$ cat src/rtl/edge_scheduler_pkg.sv
// Shared types and constants for the edge scheduler: FSM states, the edge record and shift reduction.
package edge_scheduler_pkg;

    localparam int unsigned SCHED_ITER_W = 6;
    localparam int unsigned IDX_W        = 8;
    localparam int unsigned SHIFT_W      = 9;

    typedef enum logic [1:0] {
        ST_IDLE,
        ST_RUN,
        ST_DRAIN,
        ST_DONE
    } sched_state_e;

    typedef struct packed {
        logic [IDX_W-1:0]        vn;
        logic [IDX_W-1:0]        cn;
        logic [SHIFT_W-1:0]      shift;
        logic                    layer_first;
        logic [SCHED_ITER_W-1:0] iter;
    } edge_rec_t;

    // Reduces a raw shift modulo z with at most one subtraction; MSB flags an out-of-range shift.
    function automatic logic [SHIFT_W:0] reduce_shift(input logic [SHIFT_W-1:0] shift,
                                                      input logic [SHIFT_W-1:0] z);
        logic [SHIFT_W-1:0] diff;
        diff = shift - z;
        if (shift < z) begin
            reduce_shift = {1'b0, shift};
        end else if (diff < z) begin
            reduce_shift = {1'b0, diff};
        end else begin
            reduce_shift = {1'b1, z - SHIFT_W'(1)};
        end
    endfunction

endpackage

$ cat src/rtl/edge_scheduler_if.sv
// Configuration-memory read port plus the outgoing edge stream of the edge scheduler.
interface edge_scheduler_if
    import edge_scheduler_pkg::*;
#(
    parameter int unsigned ADDR_WIDTH = 12
);
    logic [ADDR_WIDTH-1:0]   cfg_read_addr;
    logic                    cfg_read_enable;
    logic [IDX_W-1:0]        cfg_src_vn_idx;
    logic [IDX_W-1:0]        cfg_dst_cn_idx;
    logic                    cfg_edge_active;
    logic [SHIFT_W-1:0]      cfg_shift_value;
    logic                    cfg_shift_valid;

    logic                    edge_valid;
    logic                    edge_ready;
    logic [IDX_W-1:0]        edge_vn;
    logic [IDX_W-1:0]        edge_cn;
    logic [SHIFT_W-1:0]      edge_shift;
    logic                    edge_layer_first;
    logic [SCHED_ITER_W-1:0] edge_iter;

    modport master (
        output cfg_read_addr, cfg_read_enable,
        input  cfg_src_vn_idx, cfg_dst_cn_idx, cfg_edge_active, cfg_shift_value, cfg_shift_valid,
        output edge_valid, edge_vn, edge_cn, edge_shift, edge_layer_first, edge_iter,
        input  edge_ready
    );

    modport slave (
        input  cfg_read_addr, cfg_read_enable,
        output cfg_src_vn_idx, cfg_dst_cn_idx, cfg_edge_active, cfg_shift_value, cfg_shift_valid,
        input  edge_valid, edge_vn, edge_cn, edge_shift, edge_layer_first, edge_iter,
        output edge_ready
    );

endinterface

$ cat src/rtl/edge_scheduler_sched_fifo.sv
// Synchronous FIFO of edge records with flush, occupancy count and same-cycle push/pop.
module sched_fifo
    import edge_scheduler_pkg::*;
#(
    parameter int unsigned DEPTH = 4
) (
    input  logic                     clk,
    input  logic                     rst_n,
    input  logic                     flush,
    input  logic                     push,
    input  edge_rec_t                wdata,
    input  logic                     pop,
    output edge_rec_t                rdata,
    output logic [$clog2(DEPTH):0]   count
);
    localparam int unsigned PTR_W = $clog2(DEPTH);
    localparam int unsigned CNT_W = PTR_W + 1;

    edge_rec_t          mem [DEPTH];
    logic [PTR_W-1:0]   wr_ptr;
    logic [PTR_W-1:0]   rd_ptr;
    logic               do_push;
    logic               do_pop;

    // A full FIFO still accepts a push when a pop frees a slot in the same cycle.
    assign do_pop  = pop && (count != '0);
    assign do_push = push && ((count != CNT_W'(DEPTH)) || do_pop);
    assign rdata   = mem[rd_ptr];

    always_ff @(posedge clk or negedge rst_n) begin
        if (!rst_n) begin
            wr_ptr <= '0;
            rd_ptr <= '0;
            count  <= '0;
            for (int unsigned i = 0; i < DEPTH; i++) begin
                mem[PTR_W'(i)] <= '0;
            end
        end else if (flush) begin
            wr_ptr <= '0;
            rd_ptr <= '0;
            count  <= '0;
        end else begin
            if (do_push) begin
                mem[wr_ptr] <= wdata;
                wr_ptr      <= wr_ptr + PTR_W'(1);
            end
            if (do_pop) begin
                rd_ptr <= rd_ptr + PTR_W'(1);
            end
            count <= count + CNT_W'(do_push) - CNT_W'(do_pop);
        end
    end

endmodule

$ cat src/rtl/edge_scheduler.sv
// Walks the configured edge list per iteration and streams active edges to the processing units.
// Optional statistics counters are built when EDGE_SCHED_STATS_EN is defined.
module edge_scheduler
    import edge_scheduler_pkg::*;
#(
    parameter int unsigned ADDR_WIDTH = 12,
    parameter int unsigned MAX_EDGES  = 1024,
    parameter int unsigned FIFO_DEPTH = 4
) (
    input  logic                    clk,
    input  logic                    rst_n,
    input  logic                    start,
    input  logic                    abort,
    input  logic [ADDR_WIDTH:0]     num_edges,
    input  logic [SCHED_ITER_W-1:0] num_iter,
    input  logic [SHIFT_W-1:0]      lifting_factor,
    input  logic                    cfg_ready,
    edge_scheduler_if.master        bus,
    output logic                    busy,
    output logic                    done,
    output logic                    err,
    output logic [15:0]             stat_emitted,
    output logic [15:0]             stat_skipped
);
    localparam int unsigned N_W   = ADDR_WIDTH + 1;
    localparam int unsigned CNT_W = $clog2(FIFO_DEPTH) + 1;

    sched_state_e            state;
    logic [N_W-1:0]          n_q;
    logic [SCHED_ITER_W-1:0] iters_q;
    logic [SHIFT_W-1:0]      z_q;
    logic [ADDR_WIDTH-1:0]   next_addr_q;
    logic [SCHED_ITER_W-1:0] next_iter_q;
    logic [ADDR_WIDTH-1:0]   read_addr_q;
    logic                    read_en_q;
    logic [SCHED_ITER_W-1:0] rd_iter_q;
    logic                    ret_q;
    logic [SCHED_ITER_W-1:0] ret_iter_q;
    logic                    have_wr_q;
    logic [IDX_W-1:0]        last_cn_q;
    logic [SCHED_ITER_W-1:0] last_iter_q;

    logic [N_W-1:0]          n_in;
    logic                    clamp_err;
    logic [SCHED_ITER_W-1:0] iters_in;
    logic                    accept;
    logic [N_W-1:0]          sel_n;
    logic [SCHED_ITER_W-1:0] sel_iters;
    logic [ADDR_WIDTH-1:0]   sel_addr;
    logic [SCHED_ITER_W-1:0] sel_iter;
    logic                    addr_end;
    logic                    last_read;
    logic                    credit_ok;
    logic                    issue;
    logic                    ret_keep;
    logic [SHIFT_W:0]        red;
    edge_rec_t               wr_rec;
    edge_rec_t               head;
    logic                    push;
    logic                    pop;
    logic                    drain_ok;
    logic [CNT_W-1:0]        fifo_count;

    // Run parameters as they will be latched by an accepted start.
    always_comb begin
        clamp_err = 32'(num_edges) > MAX_EDGES;
        n_in      = clamp_err ? N_W'(MAX_EDGES) : num_edges;
        iters_in  = (num_iter == '0) ? SCHED_ITER_W'(1) : num_iter;
    end

    assign accept = (state == ST_IDLE) && start && cfg_ready && !abort;

    // Read issue: the first read goes out on the accepting edge, so IDLE uses the fresh parameters.
    always_comb begin
        sel_n     = n_q;
        sel_iters = iters_q;
        sel_addr  = next_addr_q;
        sel_iter  = next_iter_q;
        if (state == ST_IDLE) begin
            sel_n     = n_in;
            sel_iters = iters_in;
            sel_addr  = '0;
            sel_iter  = '0;
        end
        addr_end  = (N_W'(sel_addr) == (sel_n - N_W'(1)));
        last_read = addr_end && (sel_iter == (sel_iters - SCHED_ITER_W'(1)));
        credit_ok = (32'(fifo_count) + 32'(read_en_q) + 32'(ret_q)) < FIFO_DEPTH;
        issue     = 1'b0;
        if (accept) begin
            issue = (n_in != '0);
        end else if ((state == ST_RUN) && !abort) begin
            issue = (n_q != '0) && credit_ok;
        end
    end

    // Return path: filter, reduce the shift and tag layer starts.
    always_comb begin
        ret_keep           = ret_q && bus.cfg_edge_active && bus.cfg_shift_valid;
        red                = reduce_shift(bus.cfg_shift_value, z_q);
        wr_rec.vn          = bus.cfg_src_vn_idx;
        wr_rec.cn          = bus.cfg_dst_cn_idx;
        wr_rec.shift       = red[SHIFT_W-1:0];
        wr_rec.layer_first = !have_wr_q || (ret_iter_q != last_iter_q)
                             || (bus.cfg_dst_cn_idx != last_cn_q);
        wr_rec.iter        = ret_iter_q;
        push               = ret_keep && !abort;
        pop                = bus.edge_valid && bus.edge_ready;
        drain_ok           = !read_en_q && !ret_q
                             && ((fifo_count == '0) || ((fifo_count == CNT_W'(1)) && pop));
    end

    sched_fifo #(.DEPTH(FIFO_DEPTH)) u_fifo (
        .clk   (clk),
        .rst_n (rst_n),
        .flush (abort),
        .push  (push),
        .wdata (wr_rec),
        .pop   (pop),
        .rdata (head),
        .count (fifo_count)
    );

    assign bus.cfg_read_addr    = read_addr_q;
    assign bus.cfg_read_enable  = read_en_q;
    assign bus.edge_valid       = (fifo_count != '0);
    assign bus.edge_vn          = head.vn;
    assign bus.edge_cn          = head.cn;
    assign bus.edge_shift       = head.shift;
    assign bus.edge_layer_first = head.layer_first;
    assign bus.edge_iter        = head.iter;

    always_ff @(posedge clk or negedge rst_n) begin
        if (!rst_n) begin
            state       <= ST_IDLE;
            n_q         <= '0;
            iters_q     <= '0;
            z_q         <= '0;
            next_addr_q <= '0;
            next_iter_q <= '0;
            read_addr_q <= '0;
            read_en_q   <= 1'b0;
            rd_iter_q   <= '0;
            ret_q       <= 1'b0;
            ret_iter_q  <= '0;
            have_wr_q   <= 1'b0;
            last_cn_q   <= '0;
            last_iter_q <= '0;
            busy        <= 1'b0;
            done        <= 1'b0;
            err         <= 1'b0;
        end else begin
            read_en_q  <= issue;
            done       <= 1'b0;
            ret_q      <= read_en_q && !abort;
            ret_iter_q <= rd_iter_q;
            if (issue) begin
                read_addr_q <= sel_addr;
                rd_iter_q   <= sel_iter;
                next_addr_q <= addr_end ? '0 : (sel_addr + ADDR_WIDTH'(1));
                next_iter_q <= addr_end ? (sel_iter + SCHED_ITER_W'(1)) : sel_iter;
            end
            if (push) begin
                have_wr_q   <= 1'b1;
                last_cn_q   <= wr_rec.cn;
                last_iter_q <= ret_iter_q;
                if (red[SHIFT_W]) begin
                    err <= 1'b1;
                end
            end
            if (abort) begin
                state <= ST_IDLE;
                busy  <= 1'b0;
            end else begin
                case (state)
                    ST_IDLE: begin
                        if (start) begin
                            if (!cfg_ready) begin
                                err <= 1'b1;
                            end else begin
                                n_q       <= n_in;
                                iters_q   <= iters_in;
                                z_q       <= lifting_factor;
                                have_wr_q <= 1'b0;
                                err       <= clamp_err;
                                busy      <= 1'b1;
                                state     <= (issue && last_read) ? ST_DRAIN : ST_RUN;
                            end
                        end
                    end
                    ST_RUN: begin
                        if (n_q == '0) begin
                            state <= ST_DONE;
                            done  <= 1'b1;
                        end else if (issue && last_read) begin
                            state <= ST_DRAIN;
                        end
                    end
                    ST_DRAIN: begin
                        if (drain_ok) begin
                            state <= ST_DONE;
                            done  <= 1'b1;
                        end
                    end
                    ST_DONE: begin
                        state <= ST_IDLE;
                        busy  <= 1'b0;
                    end
                    default: state <= ST_IDLE;
                endcase
            end
        end
    end

`ifdef EDGE_SCHED_STATS_EN
    logic skip;

    assign skip = ret_q && !ret_keep && !abort;

    // Saturating handshake and drop counters, cleared by an accepted start.
    always_ff @(posedge clk or negedge rst_n) begin
        if (!rst_n) begin
            stat_emitted <= '0;
            stat_skipped <= '0;
        end else if (accept) begin
            stat_emitted <= '0;
            stat_skipped <= '0;
        end else begin
            if (pop && (stat_emitted != 16'hFFFF)) begin
                stat_emitted <= stat_emitted + 16'd1;
            end
            if (skip && (stat_skipped != 16'hFFFF)) begin
                stat_skipped <= stat_skipped + 16'd1;
            end
        end
    end
`else
    assign stat_emitted = '0;
    assign stat_skipped = '0;
`endif

endmodule
$ cat src/flat_wrapper.sv
// flat-port wrapper written by rule: the top's interface ports become plain ports
module edge_scheduler_flat import edge_scheduler_pkg::*;
#(
    parameter int unsigned ADDR_WIDTH = 12,
    parameter int unsigned MAX_EDGES  = 1024,
    parameter int unsigned FIFO_DEPTH = 4
)
  (clk, rst_n, start, abort, num_edges, num_iter, lifting_factor, cfg_ready, busy, done, err, stat_emitted, stat_skipped, bus_cfg_read_addr, bus_cfg_read_enable, bus_cfg_src_vn_idx, bus_cfg_dst_cn_idx, bus_cfg_edge_active, bus_cfg_shift_value, bus_cfg_shift_valid, bus_edge_valid, bus_edge_vn, bus_edge_cn, bus_edge_shift, bus_edge_layer_first, bus_edge_iter, bus_edge_ready);
  edge_scheduler_if #(.ADDR_WIDTH(ADDR_WIDTH)) bus_i ();
  input  logic clk;
  input  logic rst_n;
  input  logic start;
  input  logic abort;
  input  logic [ADDR_WIDTH:0] num_edges;
  input  logic [SCHED_ITER_W-1:0] num_iter;
  input  logic [SHIFT_W-1:0] lifting_factor;
  input  logic cfg_ready;
  output logic busy;
  output logic done;
  output logic err;
  output logic [15:0] stat_emitted;
  output logic [15:0] stat_skipped;
  output wire logic [$bits(bus_i.cfg_read_addr)-1:0] bus_cfg_read_addr;
  output wire logic [$bits(bus_i.cfg_read_enable)-1:0] bus_cfg_read_enable;
  input wire logic [$bits(bus_i.cfg_src_vn_idx)-1:0] bus_cfg_src_vn_idx;
  input wire logic [$bits(bus_i.cfg_dst_cn_idx)-1:0] bus_cfg_dst_cn_idx;
  input wire logic [$bits(bus_i.cfg_edge_active)-1:0] bus_cfg_edge_active;
  input wire logic [$bits(bus_i.cfg_shift_value)-1:0] bus_cfg_shift_value;
  input wire logic [$bits(bus_i.cfg_shift_valid)-1:0] bus_cfg_shift_valid;
  output wire logic [$bits(bus_i.edge_valid)-1:0] bus_edge_valid;
  output wire logic [$bits(bus_i.edge_vn)-1:0] bus_edge_vn;
  output wire logic [$bits(bus_i.edge_cn)-1:0] bus_edge_cn;
  output wire logic [$bits(bus_i.edge_shift)-1:0] bus_edge_shift;
  output wire logic [$bits(bus_i.edge_layer_first)-1:0] bus_edge_layer_first;
  output wire logic [$bits(bus_i.edge_iter)-1:0] bus_edge_iter;
  input wire logic [$bits(bus_i.edge_ready)-1:0] bus_edge_ready;
  assign bus_cfg_read_addr = bus_i.cfg_read_addr;
  assign bus_cfg_read_enable = bus_i.cfg_read_enable;
  assign bus_i.cfg_src_vn_idx = bus_cfg_src_vn_idx;
  assign bus_i.cfg_dst_cn_idx = bus_cfg_dst_cn_idx;
  assign bus_i.cfg_edge_active = bus_cfg_edge_active;
  assign bus_i.cfg_shift_value = bus_cfg_shift_value;
  assign bus_i.cfg_shift_valid = bus_cfg_shift_valid;
  assign bus_edge_valid = bus_i.edge_valid;
  assign bus_edge_vn = bus_i.edge_vn;
  assign bus_edge_cn = bus_i.edge_cn;
  assign bus_edge_shift = bus_i.edge_shift;
  assign bus_edge_layer_first = bus_i.edge_layer_first;
  assign bus_edge_iter = bus_i.edge_iter;
  assign bus_i.edge_ready = bus_edge_ready;
  edge_scheduler #(.ADDR_WIDTH(ADDR_WIDTH), .MAX_EDGES(MAX_EDGES), .FIFO_DEPTH(FIFO_DEPTH)) u_core (.clk(clk), .rst_n(rst_n), .start(start), .abort(abort), .num_edges(num_edges), .num_iter(num_iter), .lifting_factor(lifting_factor), .cfg_ready(cfg_ready), .bus(bus_i), .busy(busy), .done(done), .err(err), .stat_emitted(stat_emitted), .stat_skipped(stat_skipped));
endmodule
$ cat config.mk
export PLATFORM = sky130hd
export DESIGN_NAME = edge_scheduler_flat
export DESIGN_NICKNAME = d
export VERILOG_FILES = /design/src/rtl/edge_scheduler_pkg.sv /design/src/rtl/edge_scheduler_if.sv /design/src/rtl/edge_scheduler_sched_fifo.sv /design/src/rtl/edge_scheduler.sv /design/src/flat_wrapper.sv
export SDC_FILE = /design/constraint.sdc
export NUM_CORES = 1
export LEC_CHECK = 0
export ABC_AREA = 1
export CELL_PAD_IN_SITES_DETAIL_PLACEMENT = 0
export CELL_PAD_IN_SITES_GLOBAL_PLACEMENT = 1
export CORE_MARGIN = 5
export CORE_UTILIZATION = 38
export CTS_CLUSTER_SIZE = 8
export DETAILED_ROUTE_END_ITERATION = 10
export PLACE_DENSITY = 0.86
export SYNTH_ARGS = -nofsm -noshare
export SYNTH_HDL_FRONTEND = slang
export SYNTH_SLANG_ARGS = --single-unit
$ cat constraint.sdc
create_clock -name clk -period 3.3 [get_ports clk]
set_input_delay 0.99 -clock clk [delete_from_list [all_inputs] [get_ports clk]]
set_output_delay 0.99 -clock clk [all_outputs]
set_load 0.01 [all_outputs]
==> flow_results.org <==
** Outcome
- The run finished, with violations left.
- Violations in the final reports :: setup timing

** Logic synthesis
- The synthesized design spends more area on one cell type than any other, namely dfrtp_1.
- By area, the combinational part of the netlist is dominated by simple AND/OR/NAND/NOR gates.
- Synthesis handed over a netlist of 1628 instances.
- Compound-cell area share of the yosys netlist :: 12.82%
- The synthesized netlist contains 44 unique library cells.
- After Yosys synthesis, full adders, half adders and majority gates account for 3.942% of the synthesized area.
- Area of the mapped netlist :: 12440 µm²
- Synthesized-area fraction occupied by and/or/nand/nor cells :: 26.28%
- The Yosys step of the flow raised 0 warnings.
- Multiplexer cells account for 0% of the synthesized area.
- Dominant cells by area after synthesis :: dfrtp_1 46%, nand2_1 17%, o21ai_0 7.8%, inv_1 4.0%, nor2_1 3.8%
- XOR/XNOR Fraction of Synth Area :: 2.816%
- After synthesis, the mean cell area works out to 7.642 µm².
- Fraction of synthesized cell area taken by the top area cell type :: 45.66%
- The share of the Yosys chip area taken by registers is 45.66%.
- Register bit total from synthesis :: 227

** Worst setup path
- Count of buffering cells on the critical path with inverters included :: 5
- Among all stages on the critical path, the largest delay is contributed by fa_2.
- For flop-to-flop paths, the worst setup slack is -0.02 ns.
- By startpoint and endpoint, the worst setup path is classified as input pin to flip-flop.
- The worst setup path is launched from an input pin.
- Of all nets on the critical path, the largest fanout is 4.
- Number of stages on the worst setup path :: 22
- In this run the critical register-to-register path is captured at u_core.u_fifo.mem[41]$_DFFE_PN0P_.
- CP cell instances :: buf_12 -> inv_12 -> ha_4 -> inv_2 -> fa_2 -> nand3_2 -> nand2_2 -> a21oi_2 -> o21bai_2 -> a21o_1 -> a21oi_2 -> xor2_1 -> ha_1 -> inv_2 -> nor3_2 -> a211oi_2 -> nand3_4 -> buf_6 -> o211ai_1 -> o21ai_2 -> nand2_1 -> nand2_1
- STA classifies the critical path endpoint as a flip-flop.
- The startpoint identified for the worst register-to-register timing path is u_core.z_q[0]$_DFFE_PN0P_.
- Data arrives at the worst endpoint at 3.92 ns.
- Top delay family on crit path :: compound AO/OA/AOI/OAI gates
- Counting cells, the worst reg-to-reg path comes to 20.
- Following the worst setup path forward leads to its endpoint at u_core.u_fifo.mem[41]$_DFFE_PN0P_.
- In this run the worst setup path begins at bus_cfg_shift_value[0].
- Largest stage delay on the critical path :: 0.36 ns
- For the worst setup path, the data required time is 3.70 ns.

** Layout
- Final instance count without filler cells :: 2292
- Fraction of layout instances using a drive strength above 1 :: 15.19%
- Commonest non-fill, non-tap cells in the layout :: 544 x nand2_1, 226 x dfrtp_1, 168 x o21ai_0, 124 x inv_1, 123 x buf_4
- Syn-to-layout area delta :: 29.97%
- After the last flow step, the layout net total stands at 1941.
- Most common cell after layout, fill and taps aside :: nand2_1
- Antenna diode count :: 0
- Measured on the finished design, the core utilization comes to 49.82%.
- The layout has 3105 filler cells.
- Area occupied by registers :: 5682 µm²
- Area occupied by multi-input gates :: 6086 µm²

** Clocking
- For this design, the CTS-stage hold fixing added 0 buffers.
- Maximum clock path buffer count :: 3
- Num CTS Buffers :: 35
- For the worst-skew pair, the clock arrives at the later sink with an insertion delay of 0.52 ns.
- Clock slew at the register clock pins of the worst setup and hold paths :: 0.05 ns
- Clock tree from TritonCTS :: yes
- The tree is rooted in a clkbuf_16.
- Total number of H-tree levels :: 2
- Counting every sink on the clock net gives 227.

** Routing
- Routed vias :: 11.31k
- Mean number of vias per cell :: 4.934
- Post-route antenna net violation count :: 0
- Residual DRC count :: 0
- Starting DRC count in detailed routing :: 757
- Drt wl/cell :: 15.77 µm
- Summed over all layers, the routed wires come to 36140 µm.
- Length of the first detailed-routing pass in iterations :: 5

** Floorplanning
- The die covers 36460 µm².
- The die is 190.9 µm wide.
- For this configuration, the core starts out at a cell density of 38.33%.
- The floorplan has 66 rows.
- The region available for standard cell placement spans 32450 µm².
- Die Span Y :: 190.9 µm
- For this design the top-level I/O count stands at 142.

** Placement
- Setup slack after placement :: -1.513 ns
- Counting tap cells, the placed design contains a total of 2230 instances.
- DP HPWL :: 25070 µm
- Routability-driven placement finished with a final weighted congestion of 0.8591.
- Input and output buffers added on the ports amount to 109.

** Pwr
- Power density over the cells :: 873.0 nW/µm²
- For this design the static power due to leakage is 8.178 nW.
- Across the VDD grid, the largest voltage drop is 0.5721 mV.

** STA
- Relative slew slack :: 57.82%
- Final critical path time including I/O delays and setup :: 3.519 ns
- Dividing the final minimum period by the clock period gives 106.6%.
- Setup repair after global routing could not meet its margin everywhere.
- Sum of negative setup slack :: -5.691 ns
- Maximum clock frequency :: 0.2842 GHz
- Post-Route Skew :: 0.01928 ns
- Final Slew Violations :: 0
- Count of endpoints failing hold in the final timing report :: 0
- Setup-failing EPs final :: 37
- In the post-route analysis, the smallest setup slack over all paths is -0.2188 ns.
- At the pin with the least slew margin, the transition time is 0.6167 ns.

** Global route
- Vias in the first global route :: 11.22k
- After global routing the overflow that remains totals 0.
- The initial antenna violation count was 0.
- Global routing used 19.76% of the available tracks across all layers.
- Entering global routing, the biggest net connects 76 pins.
- Global-route wire length before repair :: 58730 µm

** Hold path
- The min-delay analysis places its worst path in the category flip-flop to flip-flop.

** Run
- Max capacitance violation total :: 0
Yosys cell counts (all sizes together):
| master | count |
|---|---|
| nand2 | 562 |
| dfrtp | 227 |
| o21ai | 205 |
| inv | 136 |
| nor2 | 135 |
| clkbuf | 57 |
| nand3 | 57 |
| o22ai | 44 |
| buf | 43 |
| ha | 36 |
| xor2 | 31 |
| a21oi | 19 |
| nand4 | 14 |
| nor3 | 12 |
| xnor2 | 9 |
| o211ai | 8 |
| or2 | 4 |
| nand3b | 3 |
| nor4 | 3 |
| o21a | 3 |
| o21bai | 3 |
| a2111oi | 2 |
| a211oi | 2 |
| clkinv | 2 |
| fa | 2 |
| o31ai | 2 |
| a21boi | 1 |
| a21o | 1 |
| a221oi | 1 |
| a31oi | 1 |
| a32oi | 1 |
| and3 | 1 |
| conb | 1 |
logic make-up (layout without fill, tap and decap cells):
logic type | Yosys count | count (layout)
and+or+nand+nor | 791 | 792
AOI/OAI and AO/OA | 293 | 293
buffers and inverters | 238 | 428
DFF | 227 | 227
xor gates and xnor gates | 40 | 40
adders and majority gates | 38 | 38
other | 1 | 32
cell type report:
cell class | count | share of cell area (%)
clock buffers | 40 | 5.657
clock inverters | 5 | 0.5571
inverters | 138 | 3.335
multi-input cells | 1195 | 37.64
flip-flops and latches | 227 | 35.14
well taps | 442 | 3.420
repair buffers | 245 | 14.25
how the worst min path moves through the flow:
stage	startpoint	to	slack, ns	depth (start not counted)
after global routing	u_core.rd_iter_q[2]$_DFFE_PN0P_	u_core.ret_iter_q[2]$_DFF_PN0_	0.39	0
after global placement	u_core.rd_iter_q[5]$_DFFE_PN0P_	u_core.ret_iter_q[5]$_DFF_PN0_	0.36	0
final	u_core.rd_iter_q[0]$_DFFE_PN0P_	u_core.ret_iter_q[0]$_DFF_PN0_	0.37	0
after floorplan	u_core.rd_iter_q[0]$_DFFE_PN0P_	u_core.ret_iter_q[0]$_DFF_PN0_	0.35	0
after detailed placement	u_core.rd_iter_q[0]$_DFFE_PN0P_	u_core.ret_iter_q[0]$_DFF_PN0_	0.36	0
after CTS	u_core.rd_iter_q[0]$_DFFE_PN0P_	u_core.ret_iter_q[0]$_DFF_PN0_	0.37	0
per-stage QoR:
stage | total power [mW] | hold slack [ns] | area, µm²
after floorplan | 7.547 | 0.3540 | 12630
after global placement | 10.02 | 0.3603 | 14750
after detailed placement | 10.15 | 0.3649 | 14750
after CTS | 14.03 | 0.3689 | 16030
after global routing | 15.16 | 0.3884 | 16170
final | 14.12 | 0.3707 | 16170
routing by layer:
| metal | vias up | routed length (µm) | global-route usage (%) |
|---|---|---|---|
| li1 | 5592 | - | - |
| met1 | 5378 | 16440 | 26.98 |
| met2 | 280 | 17450 | 33.54 |
| met3 | 59 | 1596 | 2.721 |
| met4 | 0 | 650 | 4.586 |
| met5 | - | 0 | 0 |
what timing repair did:
item                                    in CTS  in global routing
endpoints found under the setup margin      60                 75
pin swaps                                   35                 38
resized for setup                           48                 42
setup buffers                               10                  5
gates cloned                                 2                  0
flip-flops by register name, indices dropped and copies added (netlist names), 6 cells and up:
name and flops:
u_core.last_iter_q 6, u_core.next_addr_q 12, u_core.bus.cfg_read_addr 12, u_core.last_cn_q 8, u_core.rd_iter_q 6, u_core.ret_iter_q 6
u_core.next_iter_q 6, u_core.n_q 13, u_core.iters_q 6, u_core.z_q 9, u_core.u_fifo.mem 128
where the power goes:
part           switching (mW)  internal [mW]
Sequential              0.318           3.29
Combinational            4.01           3.19
Clock                    1.27           2.03
No activity file was read; power rests on OpenSTA's default activity.
